**config.mk**
```make
export PLATFORM = sky130hd
export DESIGN_NAME = video_bus_ctrl
export DESIGN_NICKNAME = d
export VERILOG_FILES = /design/src/rtl/video_bus_ctrl.sv
export SDC_FILE = /design/constraint.sdc
export NUM_CORES = 1
export LEC_CHECK = 0
export ABC_AREA = 1
export BUFFER_PORTS_ARGS = -buffer_cell sky130_fd_sc_hd__clkbuf_2
export CAP_MARGIN = 10
export CORE_AREA = 10 10 175 177
export DETAILED_ROUTE_END_ITERATION = 7
export DIE_AREA = 0 0 185 187
export PLACE_DENSITY = 0.72
export SYNTH_ARGS = -nofsm -noshare
export SYNTH_HDL_FRONTEND = slang
export SYNTH_SLANG_ARGS = --single-unit
```
**constraint.sdc**
```tcl
create_clock -name clk -period 5.7 [get_ports clk]
set_input_delay 0.855 -clock clk [delete_from_list [all_inputs] [get_ports clk]]
set_output_delay 0.855 -clock clk [all_outputs]
set_load 0.01 [all_outputs]
```
**src/rtl/video_bus_ctrl.sv**
```systemverilog
// video_bus_ctrl: splits one host bus between N_SLOTS register slots and a frame buffer write port.
// Latency: slot strobes one cycle after the request; read data two cycles after; frame writes pass through a FIFO_DEPTH FIFO.
// Backpressure: video_ready drops when the frame FIFO is full; frame writes offered while full are dropped and latch ovf_err. Slot accesses never stall.
//
// Ports:
//   clk, reset_n                 clock and async active-low reset
//   video_cs/wr/rd/addr/wr_data  host request; video_addr[FB_AW] picks frame buffer (1) or slot (0)
//   video_rd_data/rd_valid       read return, valid two cycles after the read
//   video_ready, ovf_err         frame FIFO not full; sticky dropped-frame-write flag
//   frame_*                      frame buffer write request, held until frame_ready
//   slot_*                       one-hot slot selects/strobes with shared address/data, per-slot read data
//
// Build option: define VIDEO_BUS_CTRL_READBACK_EN to include the read path.
// Without it, reads create no slot strobe and the read outputs are tied to zero.

module video_bus_ctrl #(
    parameter int N_SLOTS    = 8,
    parameter int REG_AW     = 14,
    parameter int FB_AW      = 20,
    parameter int FIFO_DEPTH = 4
) (
    input  logic                     clk,
    input  logic                     reset_n,
    input  logic                     video_cs,
    input  logic                     video_wr,
    input  logic                     video_rd,
    input  logic [FB_AW:0]           video_addr,
    input  logic [31:0]              video_wr_data,
    output logic [31:0]              video_rd_data,
    output logic                     video_rd_valid,
    output logic                     video_ready,
    output logic                     ovf_err,
    output logic                     frame_cs,
    output logic                     frame_wr,
    output logic [FB_AW-1:0]         frame_addr,
    output logic [31:0]              frame_wr_data,
    input  logic                     frame_ready,
    output logic [N_SLOTS-1:0]       slot_cs_array,
    output logic [N_SLOTS-1:0]       slot_mem_wr_array,
    output logic [N_SLOTS-1:0]       slot_mem_rd_array,
    output logic [REG_AW-1:0]        slot_reg_addr,
    output logic [31:0]              slot_wr_data,
    input  logic [N_SLOTS-1:0][31:0] slot_rd_data_array
);

    localparam int SW = $clog2(N_SLOTS);
    localparam int PW = $clog2(FIFO_DEPTH);
    localparam int CW = PW + 1;

    // ---------------------------------------------------------------
    // Request decode
    // ---------------------------------------------------------------
    logic              w_is_fb;
    logic [SW-1:0]     w_slot_idx;
    logic [N_SLOTS-1:0] w_onehot;
    logic              w_slot_wr;
    logic              w_slot_rd;
    logic              w_push_req;

    assign w_is_fb    = video_addr[FB_AW];
    assign w_slot_idx = video_addr[REG_AW+SW-1:REG_AW];
    assign w_onehot   = {{(N_SLOTS-1){1'b0}}, 1'b1} << w_slot_idx;
    // A write strobe wins over a simultaneous read strobe.
    assign w_slot_wr  = video_cs & ~w_is_fb & video_wr;
    assign w_push_req = video_cs &  w_is_fb & video_wr;

`ifdef VIDEO_BUS_CTRL_READBACK_EN
    logic w_fb_rd;
    assign w_slot_rd = video_cs & ~w_is_fb & ~video_wr & video_rd;
    assign w_fb_rd   = video_cs &  w_is_fb & ~video_wr & video_rd;
`else
    assign w_slot_rd = 1'b0;
`endif

    // ---------------------------------------------------------------
    // Slot side: registered strobes, valid for exactly one cycle
    // ---------------------------------------------------------------
    logic [N_SLOTS-1:0] r_slot_cs;
    logic [N_SLOTS-1:0] r_slot_wr;
    logic [REG_AW-1:0]  r_slot_addr;
    logic [31:0]        r_slot_wdat;

    always_ff @(posedge clk or negedge reset_n) begin
        if (!reset_n) begin
            r_slot_cs   <= '0;
            r_slot_wr   <= '0;
            r_slot_addr <= '0;
            r_slot_wdat <= '0;
        end else begin
            r_slot_cs <= (w_slot_wr | w_slot_rd) ? w_onehot : '0;
            r_slot_wr <= w_slot_wr ? w_onehot : '0;
            if (w_slot_wr | w_slot_rd) begin
                r_slot_addr <= video_addr[REG_AW-1:0];
                r_slot_wdat <= video_wr_data;
            end
        end
    end

    assign slot_cs_array     = r_slot_cs;
    assign slot_mem_wr_array = r_slot_wr;
    assign slot_reg_addr     = r_slot_addr;
    assign slot_wr_data      = r_slot_wdat;

    // ---------------------------------------------------------------
    // Read return path
    // ---------------------------------------------------------------
`ifdef VIDEO_BUS_CTRL_READBACK_EN
    logic [N_SLOTS-1:0] r_slot_rd;
    logic               r_p1_vld;
    logic               r_p1_fb;
    logic [SW-1:0]      r_p1_slot;
    logic               r_rd_vld;
    logic [31:0]        r_rd_dat;

    // Stage 1 remembers which slot was strobed; stage 2 captures that
    // slot's combinational read data while its strobe is live.
    always_ff @(posedge clk or negedge reset_n) begin
        if (!reset_n) begin
            r_slot_rd <= '0;
            r_p1_vld  <= 1'b0;
            r_p1_fb   <= 1'b0;
            r_p1_slot <= '0;
            r_rd_vld  <= 1'b0;
            r_rd_dat  <= '0;
        end else begin
            r_slot_rd <= w_slot_rd ? w_onehot : '0;
            r_p1_vld  <= w_slot_rd | w_fb_rd;
            r_p1_fb   <= w_fb_rd;
            r_p1_slot <= w_slot_idx;
            r_rd_vld  <= r_p1_vld;
            if (r_p1_vld) begin
                r_rd_dat <= r_p1_fb ? 32'h0 : slot_rd_data_array[r_p1_slot];
            end
        end
    end

    assign slot_mem_rd_array = r_slot_rd;
    assign video_rd_data     = r_rd_dat;
    assign video_rd_valid    = r_rd_vld;

    logic w_unused;
    assign w_unused = ^video_addr;
`else
    assign slot_mem_rd_array = '0;
    assign video_rd_data     = '0;
    assign video_rd_valid    = 1'b0;

    logic w_unused;
    assign w_unused = ^{video_addr, video_rd, slot_rd_data_array};
`endif

    // ---------------------------------------------------------------
    // Frame write FIFO
    // ---------------------------------------------------------------
    logic [FB_AW+31:0] r_fifo_mem [FIFO_DEPTH];
    logic [PW-1:0]     r_wr_ptr;
    logic [PW-1:0]     r_rd_ptr;
    logic [CW-1:0]     r_count;
    logic              r_ovf;
    logic              w_empty;
    logic              w_full;
    logic              w_pop;
    logic              w_push;
    logic [FB_AW+31:0] w_head;

    assign w_empty = (r_count == '0);
    assign w_full  = (r_count == CW'(FIFO_DEPTH));
    assign w_pop   = ~w_empty & frame_ready;
    // When full, a push is still taken if the head leaves on the same edge;
    // the freed slot is the one the write pointer already addresses.
    assign w_push  = w_push_req & (~w_full | w_pop);

    always_ff @(posedge clk or negedge reset_n) begin
        if (!reset_n) begin
            r_wr_ptr <= '0;
            r_rd_ptr <= '0;
            r_count  <= '0;
            r_ovf    <= 1'b0;
        end else begin
            if (w_push) r_wr_ptr <= r_wr_ptr + 1'b1;
            if (w_pop)  r_rd_ptr <= r_rd_ptr + 1'b1;
            case ({w_push, w_pop})
                2'b10:   r_count <= r_count + 1'b1;
                2'b01:   r_count <= r_count - 1'b1;
                default: r_count <= r_count;
            endcase
            if (w_push_req & w_full & ~w_pop) r_ovf <= 1'b1;
        end
    end

    // Storage needs no reset: the outputs below are gated by the count.
    always_ff @(posedge clk) begin
        if (w_push) r_fifo_mem[r_wr_ptr] <= {video_addr[FB_AW-1:0], video_wr_data};
    end

    assign w_head        = r_fifo_mem[r_rd_ptr];
    assign frame_cs      = ~w_empty;
    assign frame_wr      = ~w_empty;
    assign frame_addr    = w_empty ? '0 : w_head[FB_AW+31:32];
    assign frame_wr_data = w_empty ? '0 : w_head[31:0];
    assign video_ready   = ~w_full;
    assign ovf_err       = r_ovf;

endmodule

```
==> impl_metrics.yaml, run 1 <==
route:
  drcViolationCount: 0
  drt_iter0_drc: 561
  wirelength_microns: 28780
  vias_per_cell: 4.705
  wire_per_inst_microns: 17.01
  vias: 7961
  drtAntennaViolNets: 0
  firstDrtPassIters: 5
setup_path:
  timing.rr.start: "r_count[1]"
  worstSetupPathType: "register to primary output"
  crit_arrival_ps: 2700
  path_max_fanout: 44
  cp-end-kind: "primary output"
  reg2reg_depth: 5
  r2r-end: "r_fifo_mem[2][11]"
  cp-start-kind: "register"
  required_ps: 4850
  rrSetupSlack_ps: 3080
sta:
  fin_crit_ps: 3558
  fin_skew_ps: 8.265
  final_hold_viol_count: 0
  setup_viol: 0
  finalCritPeriodShare_pct: 62.43
  drv_slew: 0
  grt_setup_unrepaired: "no"
  worst_slack_ps: 2142
  final.setup.tns_ps: 0
  max_slew.worst_pin.slew_ps: 978.5
  timing.slew.headroom_pct: 34.61
  fmax_mhz: 281.0
global_routing:
  grt_antenna_before_repair: 13
  grt_overflow: 0
  grt_util_all_layers_pct: 16.27
  grt_pass1_wl_microns: 43720
  grt_pass1_vias: 8006
  grt_max_degree: 79
place:
  gp_congestion: 0.7415
  place_area_sq_um: 12650
  port_buffers: 175
  post-dp-hpwl_microns: 18290
  dp_slack_ps: 2241
pwr:
  p_sw_w: 0.002160
  vdd_drop_max_v: 0.0002453
  p_int_w: 0.004326
  powerDensity_nw_per_um2: 469.5
  sw_frac_of_total_pct: 33.30
  pwr-share-seq_pct: 36.6
  clockPowerShare_pct: 33.7
  power.leakage_nw: 6.649
  comb_power_share_pct: 29.7
clocking:
  htreeDepth: 1
  cts_setup_buffers: 0
  cts-root-buf: "clkbuf_16"
  tritoncts: "done"
  cts_hold_buf: 0
  cts_resized: 0
  cts_buffers: 28
  clk_latency_ps: 530
  clk_path_buf_depth: 3
  cts_sinks: 270
  clk_pin_slew_ps: 70
logic_synthesis:
  postSynth.asyncResetShare_pct: 22.96
  synth_top_area_share_pct: 53.42
  seq_area_frac_synth_pct: 66.70
  yosys.area.top_type: "edfxtp_1"
  yosys_warnings: 0
  avgSynthCellArea_sq_um: 10.09
  synth_edf_count: 208
  synth-seq-cells: 270
  synth_commonest_cells: "369 x nand2_1, 228 x inv_1, 208 x edfxtp_1, 110 x nand3_1, 62 x dfrtp_1"
  syn-instance-count: 1159
  syn_area_sq_um: 11690
  synth.area.top_cells: "edfxtp_1 53%, dfrtp_1 13%, nand2_1 12%"
  synthDistinctLibCells: 22
  synth_ff_type: "edfxtp_1"
  yosysMostFrequentCell: "nand2_1"
floorplan:
  die_y_microns: 187
  dieArea_sq_um: 34600
  pin_count: 474
  start_util_pct: 42.79
  die_w_microns: 185
  row_count: 61
  core-area_sq_um: 27320
min_path:
  hp-class: "primary input to asynchronous set/reset pin"
run:
  drv_cap: 0
outcome:
  status: "completed"
finish:
  multi_input_area_sq_um: 2565
  final_area_sq_um: 13810
  area_growth_syn_to_layout_pct: 18.16
  ff_latch_area_sq_um: 7802
  nets: 1640
  final_layout_size_suffix_gt1_share_pct: 18.79
  fill_cells: 2409
  utilization_pct: 50.56
layout make-up:
type,instances,area share (%)
well taps,346,3.134
inverters,231,6.286
multi-input cells,599,18.57
flip-flops and latches,270,56.48
diodes,5,0.09057
clock inverters,18,2.400
repair buffers,189,7.119
clock buffers,34,5.923
per-stage QoR:
stage / std cells / hold WS [ps] / total power (W)
CTS: 1687 / 453.1 / 0.006568
detailed placement: 1635 / 454.9 / 0.004379
global placement: 1635 / 451.5 / 0.004331
global route: 1688 / 486.7 / 0.006863
floorplan: 1199 / 462.9 / 0.003646
finish: 1692 / 430.2 / 0.006486
cell families (layout without fill, tap and decap cells):
| kind of cell | after synthesis | count (layout) | synth area share [%] |
|---|---|---|---|
| AND/OR/NAND/NOR | 496 | 496 | 17.16 |
| buffers and inverters | 330 | 472 | 12.95 |
| flip-flops | 270 | 270 | 66.70 |
| AO/OA/AOI/OAI | 54 | 54 | 2.312 |
| adder cells (fa/ha/maj) | 6 | 6 | 0.7063 |
| XOR/XNOR | 2 | 2 | 0.1499 |
| other | 1 | 46 | 0.03208 |
worst max-delay path by stage:
stage                         from           endpoint  slack, ps
finish                 r_rd_ptr[0]     frame_addr[10]       2140
global route           r_rd_ptr[0]     frame_addr[14]       1900
CTS                    r_rd_ptr[0]     frame_addr[10]       2100
detailed placement        video_wr  r_fifo_mem[2][24]       2240
global placement          video_wr  r_fifo_mem[2][24]       2250
floorplan           video_addr[20]   r_fifo_mem[0][0]       1790
registers in the layout (all words and copies together), names as in the netlist:
register / flops
ovf_err: 1
r_count: 3
r_fifo_mem: 208
r_rd_ptr: 2
r_wr_ptr: 2
slot_mem_wr_array: 8
slot_reg_addr: 14
slot_wr_data: 32
critical path: stages (launching register included):
cell,delay (ps)
dfrtp_4,640
clkinv_2,440
buf_4,440
nand2_1,130
nand3_1,70
a21oi_1,230
clkbuf_2,170
layout by cell type, fill, tap and decap left out:
| master | synthesis | final |
|---|---|---|
| dfrtp_4 | 0 | 1 |
| nand3_1 | 110 | 109 |
| edfxtp_1 | 208 | 208 |
| ha_1 | 5 | 5 |
| nand2_1 | 369 | 369 |
| dfrtp_1 | 62 | 60 |
| o21ai_0 | 2 | 2 |
| clkinvlp_4 | 0 | 5 |
| nor2_1 | 14 | 10 |
| buf_4 | 51 | 15 |
| inv_6 | 0 | 1 |
| diode_2 | 0 | 5 |
| nor2_4 | 0 | 4 |
| clkinv_2 | 0 | 4 |
| conb_1 | 1 | 41 |
| nor3_1 | 1 | 1 |
| clkbuf_16 | 0 | 32 |
| a21oi_1 | 52 | 52 |
| bufinv_16 | 0 | 9 |
| inv_1 | 228 | 227 |
| dfrtp_2 | 0 | 1 |
| clkbuf_1 | 10 | 1 |
| nand4_1 | 1 | 1 |
| clkbuf_2 | 0 | 174 |
| xnor2_1 | 2 | 2 |
| fa_1 | 1 | 1 |
| clkbuf_8 | 0 | 1 |
| or2_2 | 1 | 1 |
| nand3_2 | 0 | 1 |
| inv_2 | 2 | 3 |
layer usage:
metal	wire, microns	vias up	global-route usage [%]
met5	92	-	0
met4	450	14	3.909
met3	3310	49	6.779
met2	13130	284	25.69
met1	11790	3767	20.23
li1	-	3847	-
power by group through the flow:
stage	registers [W]	logic [W]	clock network, W
after floorplan	0.00240	0.00125	0
after global placement	0.00241	0.00192	0
after detailed placement	0.00241	0.00196	0
after CTS	0.00238	0.00197	0.00222
after global routing	0.00240	0.00216	0.00231
final	0.00238	0.00192	0.00219
Note: power is estimated with default switching activity, not from simulation.
==> run 2, diff against run 1 <==
CORE_AREA = default   (was 10 10 175 177)
CORE_MARGIN = 10   (was default)
CORE_UTILIZATION = 44   (was default)
DIE_AREA = default   (was 0 0 185 187)
PLACE_DENSITY = 0.76   (was 0.72)
clock period = 3.2 ns   (was 5.7 ns; I/O delays follow)
==> run 2 against run 1 <==
Die area down 3.2%. Register-to-register slack worse by 2200 ps. First-iteration DRC count down 17%. Flip-flop and latch count unchanged. Critical path depth down 2. Core utilization up 1.5 points. Global-route usage up 0.42 points. Via count down 0.19%. Clock skew up 7.7 ps. Clock power up 45%. Cell area down 1.4%.
==> impl_metrics.yaml, run 2 (synthesis gave the netlist of run 1 again) <==
pwr:
  vdd_drop_max_v: 0.0005625
  sw_frac_of_total_pct: 34.82
  clockPowerShare_pct: 29.1
  power.leakage_nw: 6.575
  comb_power_share_pct: 32.1
  powerDensity_nw_per_um2: 800.3
  p_int_w: 0.007102
  pwr-share-seq_pct: 38.8
  p_sw_w: 0.003793
global_routing:
  grt_max_degree: 63
  grt_overflow: 0
  grt_antenna_before_repair: 14
  grt_pass1_vias: 8038
  grt_pass1_wl_microns: 43930
  grt_util_all_layers_pct: 16.69
clocking:
  tritoncts: "done"
  cts_setup_buffers: 0
  cts_sinks: 270
  cts_buffers: 27
  clk_latency_ps: 530
  clk_pin_slew_ps: 60
  htreeDepth: 1
  clk_path_buf_depth: 3
  cts-root-buf: "clkbuf_16"
  cts_resized: 0
  cts_hold_buf: 0
run:
  drv_cap: 0
sta:
  fmax_mhz: 358.2
  finalCritPeriodShare_pct: 87.24
  fin_crit_ps: 2792
  fin_skew_ps: 15.94
  grt_setup_unrepaired: "no"
  timing.slew.headroom_pct: 41.66
  setup_viol: 0
  max_slew.worst_pin.slew_ps: 875.1
  drv_slew: 0
  final_hold_viol_count: 0
setup_path:
  worstSetupPathType: "register to primary output"
  path_max_fanout: 32
  cp-end-kind: "primary output"
  reg2reg_depth: 10
  crit_arrival_ps: 2310
  required_ps: 2720
  cp-start-kind: "register"
finish:
  most-common-layout-cells: "369 x nand2_1, 227 x inv_1, 208 x edfxtp_1"
  largest_register: "r_fifo_mem"
  largest_register_ffs: 208
  utilization_pct: 52.10
  area_growth_syn_to_layout_pct: 16.45
  nets: 1643
  final_layout_size_suffix_gt1_share_pct: 18.26
  final_cells: 1682
  final_common_cell: "nand2_1"
place:
  post-dp-hpwl_microns: 18600
  port_buffers: 175
  dp_cells: 1628
  gp_congestion: 0.7575
route:
  drcViolationCount: 0
  wl_met2_microns: 13310
  firstDrtPassIters: 5
  wire_per_inst_microns: 17.19
  wl_met1_microns: 11680
  top_layer: "met5"
  drt_iter0_drc: 464
  dr_wl_met3_microns: 3235
  vias: 7946
  wirelength_microns: 28910
  vias_per_cell: 4.724
  drtAntennaViolNets: 0
floorplan:
  row_count: 59
  core-area_sq_um: 26130
  pin_count: 474
  dieArea_sq_um: 33490
  start_util_pct: 44.74
  die_y_microns: 183.0
  die_w_microns: 183.0
outcome:
  status: "completed"
min_path:
  hp-class: "primary input to asynchronous set/reset pin"
## run 2: changes by cell type in the layout (fill, tap and decap cells not counted)
cell        before  now
clkinvlp_4       5    0
bufinv_16        9    4
clkinv_1         0    3
inv_6            1    0
clkbuf_16       32   27
clkinv_2         4    9
clkbuf_1         1    6
buf_12           0    4
## run 2: worst paths after layout
check,from,endpoint,slack (ps)
setup / recovery,r_rd_ptr[1],frame_wr_data[25],410
hold / removal,reset_n,slot_reg_addr[13],70
setup reg to reg,r_count[0],r_count[2],900
hold reg to reg,ovf_err,ovf_err,470
max in group asynchronous,reset_n,r_rd_ptr[0],2490
min in group clk,video_addr[18],r_fifo_mem[2][50],170
## run 2: area by class of cell
| class | count | area (sq um) |
|---|---|---|
| antenna | 5 | 12.51 |
| clock buffer | 34 | 711.9 |
| clock inverter | 15 | 171.4 |
| fill | 2267 | 12520 |
| inverter | 231 | 868.3 |
| multi-input combinational | 599 | 2565 |
| sequential | 270 | 7802 |
| tap | 335 | 419.2 |
| timing repair buffer | 193 | 1064 |
## run 2: stage by stage
stage | setup slack, ps | total power, W | hold WS [ps] | setup TNS, ps | cell area [sq um]
after floorplan | -334.2 | 0.006495 | 184.4 | -69510 | 11840
after global placement | 803.4 | 0.007763 | 449.8 | 0 | 12720
after detailed placement | 824.5 | 0.007851 | 452.8 | 0 | 12720
after CTS | 338.8 | 0.01103 | 92.49 | 0 | 13600
after global routing | 273.3 | 0.01152 | 113.1 | 0 | 13600
final | 408.4 | 0.01090 | 70.49 | 0 | 13610
## run 2: worst max-delay path, stage by stage (launching register included)
cell      delay (ps)
dfrtp_2          710
buf_4            480
nand3_1          140
a21oi_1          230
clkbuf_2         180
## run 2: routing by layer
metal,vias up,track usage [%]
met4,16,4.066
met3,54,7.451
met5,-,0
li1,3856,-
met1,3753,20.03
met2,267,26.99
## run 2: power by group through the flow
stage	sequential, W	combinational (W)	clock [W]
2_1_floorplan	0.00427	0.00222	0
3_5_place_dp	0.00430	0.00355	0
5_1_grt	0.00427	0.00390	0.00336
3_3_place_gp	0.00429	0.00347	0
4_1_cts	0.00424	0.00357	0.00322
6_report	0.00423	0.00349	0.00317
==> run 3, diff against run 2 <==
--- a/constraint.sdc
+++ b/constraint.sdc
@@ -3,2 +3,2 @@
 set_output_delay 0.48 -clock clk [all_outputs]
-set_load 0.01 [all_outputs]
+set_load 0.1 [all_outputs]
==> run 3 against run 2 <==
Clock power grew 4%. Via count shrank 0.19%. Flip-flop and latch count stayed put. Non-clock buffer count shrank 2. Clock-buffer cell count down 5. Sequential share of layout area down 4.0 points. Die area did not move.
==> impl_metrics.yaml, run 3 (synthesis gave the netlist of run 1 again) <==
place:
  gp_congestion: 0.7714
  port_buffers: 175
  post-dp-hpwl_microns: 18540
  place_area_sq_um: 13670
global_routing:
  grt_max_degree: 106
  grt_antenna_before_repair: 13
  grt_pass1_wl_microns: 43980
  grt_util_all_layers_pct: 16.76
  grt_overflow: 0
  grt_pass1_vias: 8205
pwr:
  p_total_w: 0.01775
  vdd_drop_max_v: 0.0009071
  sw_frac_of_total_pct: 49.60
  comb_power_share_pct: 57.6
  p_sw_w: 0.008803
  pwr-share-seq_pct: 23.8
  power.leakage_nw: 6.840
  p_int_w: 0.008946
  powerDensity_nw_per_um2: 1213
  clockPowerShare_pct: 18.7
setup_path:
  cp-end-kind: "primary output"
  r2r-end: "r_count[2]"
  rrSetupSlack_ps: 820
  crit_arrival_ps: 2250
  timing.rr.start: "r_count[0]"
  worstSetupPathType: "register to primary output"
  worstPathCellList: "clkinv_2, buf_12, nand2_1, nand3_1, a21oi_2, buf_12"
  critical_path.max_stage_delay_ps: 570
  cp-start-kind: "register"
  path_max_fanout: 105
  reg2reg_depth: 10
  required_ps: 2720
  crit_slowest_cell: "dfrtp_4"
  crit_top_cell: "buf_12"
clocking:
  cts_setup_buffers: 0
  clk_pin_slew_ps: 70
  cts_buffers: 27
  tritoncts: "done"
  cts-root-buf: "clkbuf_16"
  clk_latency_ps: 530
  htreeDepth: 1
  cts_resized: 0
  cts_hold_buf: 0
  clk_path_buf_depth: 3
  cts_sinks: 270
route:
  firstDrtPassIters: 5
  drcViolationCount: 0
  drt_iter0_drc: 434
  vias_per_cell: 4.718
  wire_per_inst_microns: 17.03
  drtAntennaViolNets: 0
  wirelength_microns: 28630
  vias: 7931
sta:
  fin_skew_ps: 17.92
  finalCritPeriodShare_pct: 85.31
  fin_crit_ps: 2730
  fmax_mhz: 366.3
  max_slew.worst_pin.slew_ps: 970.2
  drv_slew: 0
  final_hold_viol_count: 0
  timing.slew.headroom_pct: 35.23
  setup_viol: 0
  grt_setup_unrepaired: "no"
finish:
  largest_register_ffs: 208
  multi_input_area_sq_um: 2760
  area_growth_syn_to_layout_pct: 25.20
  nets: 1641
  fill_cells: 2109
  largest_register: "r_fifo_mem"
  final_area_sq_um: 14640
  final_common_cell: "nand2_1"
  utilization_pct: 56.01
  ff_latch_area_sq_um: 7802
  final_layout_size_suffix_gt1_share_pct: 22.61
  most-common-layout-cells: "369 x nand2_1, 227 x inv_1, 208 x edfxtp_1"
floorplan:
  core-area_sq_um: 26130
  row_count: 59
  pin_count: 474
  start_util_pct: 44.74
  die_y_microns: 183.0
  dieArea_sq_um: 33490
  die_w_microns: 183.0
min_path:
  hp-class: "primary input to asynchronous set/reset pin"
run:
  drv_cap: 0
outcome:
  status: "completed"
-- run 3: cell types whose count changed in the layout (fill, tap and decap cells not counted), sizes merged --
cell / previous run / this run
bufinv: 4 / 5
clkinv: 12 / 9
clkbuf: 208 / 151
clkinvlp: 0 / 8
inv: 230 / 229
buf: 19 / 69
diode: 5 / 6
-- run 3: cell type report --
type                    count  area share [%]
flip-flops and latches    270           53.30
multi-input cells         599           18.86
repair buffers            191           12.41
inverters                 231           5.941
clock buffers              29           4.804
well taps                 335           2.863
clock inverters            20           1.718
diodes                      6          0.1026
-- run 3: metal layers --
metal  vias up  global-route usage (%)  share of wire (%)  routed length (microns)
met2       272                   27.89                 47                    13320
met1      3739                   18.89                 39                    11100
li1       3852                       -                  -                        -
met5         -                       0               0.35                      100
met4        14                   3.607                1.6                      450
met3        54                   8.656                 13                     3661
-- run 3: worst max-delay path by stage --
stage                     slack [ps]  cells past startpoint                 to           start
final                            470                      6      frame_addr[4]     r_rd_ptr[0]
after global routing             360                      5  frame_wr_data[24]     r_rd_ptr[0]
after CTS                        440                      5   frame_wr_data[6]     r_rd_ptr[1]
after detailed placement         690                     11         r_count[2]     frame_ready
after global placement           820                      6  r_fifo_mem[1][14]        video_wr
after floorplan                 -330                      4   r_fifo_mem[0][0]  video_addr[20]
-- run 3: power by group through the flow --
stage | Combinational (W) | Clock (W) | Sequential [W]
finish | 0.0102 | 0.00331 | 0.00422
global route | 0.0107 | 0.00353 | 0.00425
CTS | 0.0103 | 0.00338 | 0.00422
detailed placement | 0.0103 | 0 | 0.00429
global placement | 0.0102 | 0 | 0.00427
floorplan | 0.00646 | 0 | 0.00492
-- run 3: per-stage QoR --
stage                     cells  setup TNS (ps)  worst slack [ps]  hold WS, ps
final                      1681               0             470.0        63.01
after CTS                  1675               0             440.2        100.8
after floorplan            1199          -69510            -334.2        184.4
after global placement     1626               0             815.8        453.1
after detailed placement   1626               0             685.7        449.8
after global routing       1675               0             361.3        124.9
-- run 3: worst max-delay path, delay by kind of cell (launching register included) --
family	cells	cell delay (ps)
compound gates	1	290
buf+inv	3	570
flops	1	570
simple gates	2	210
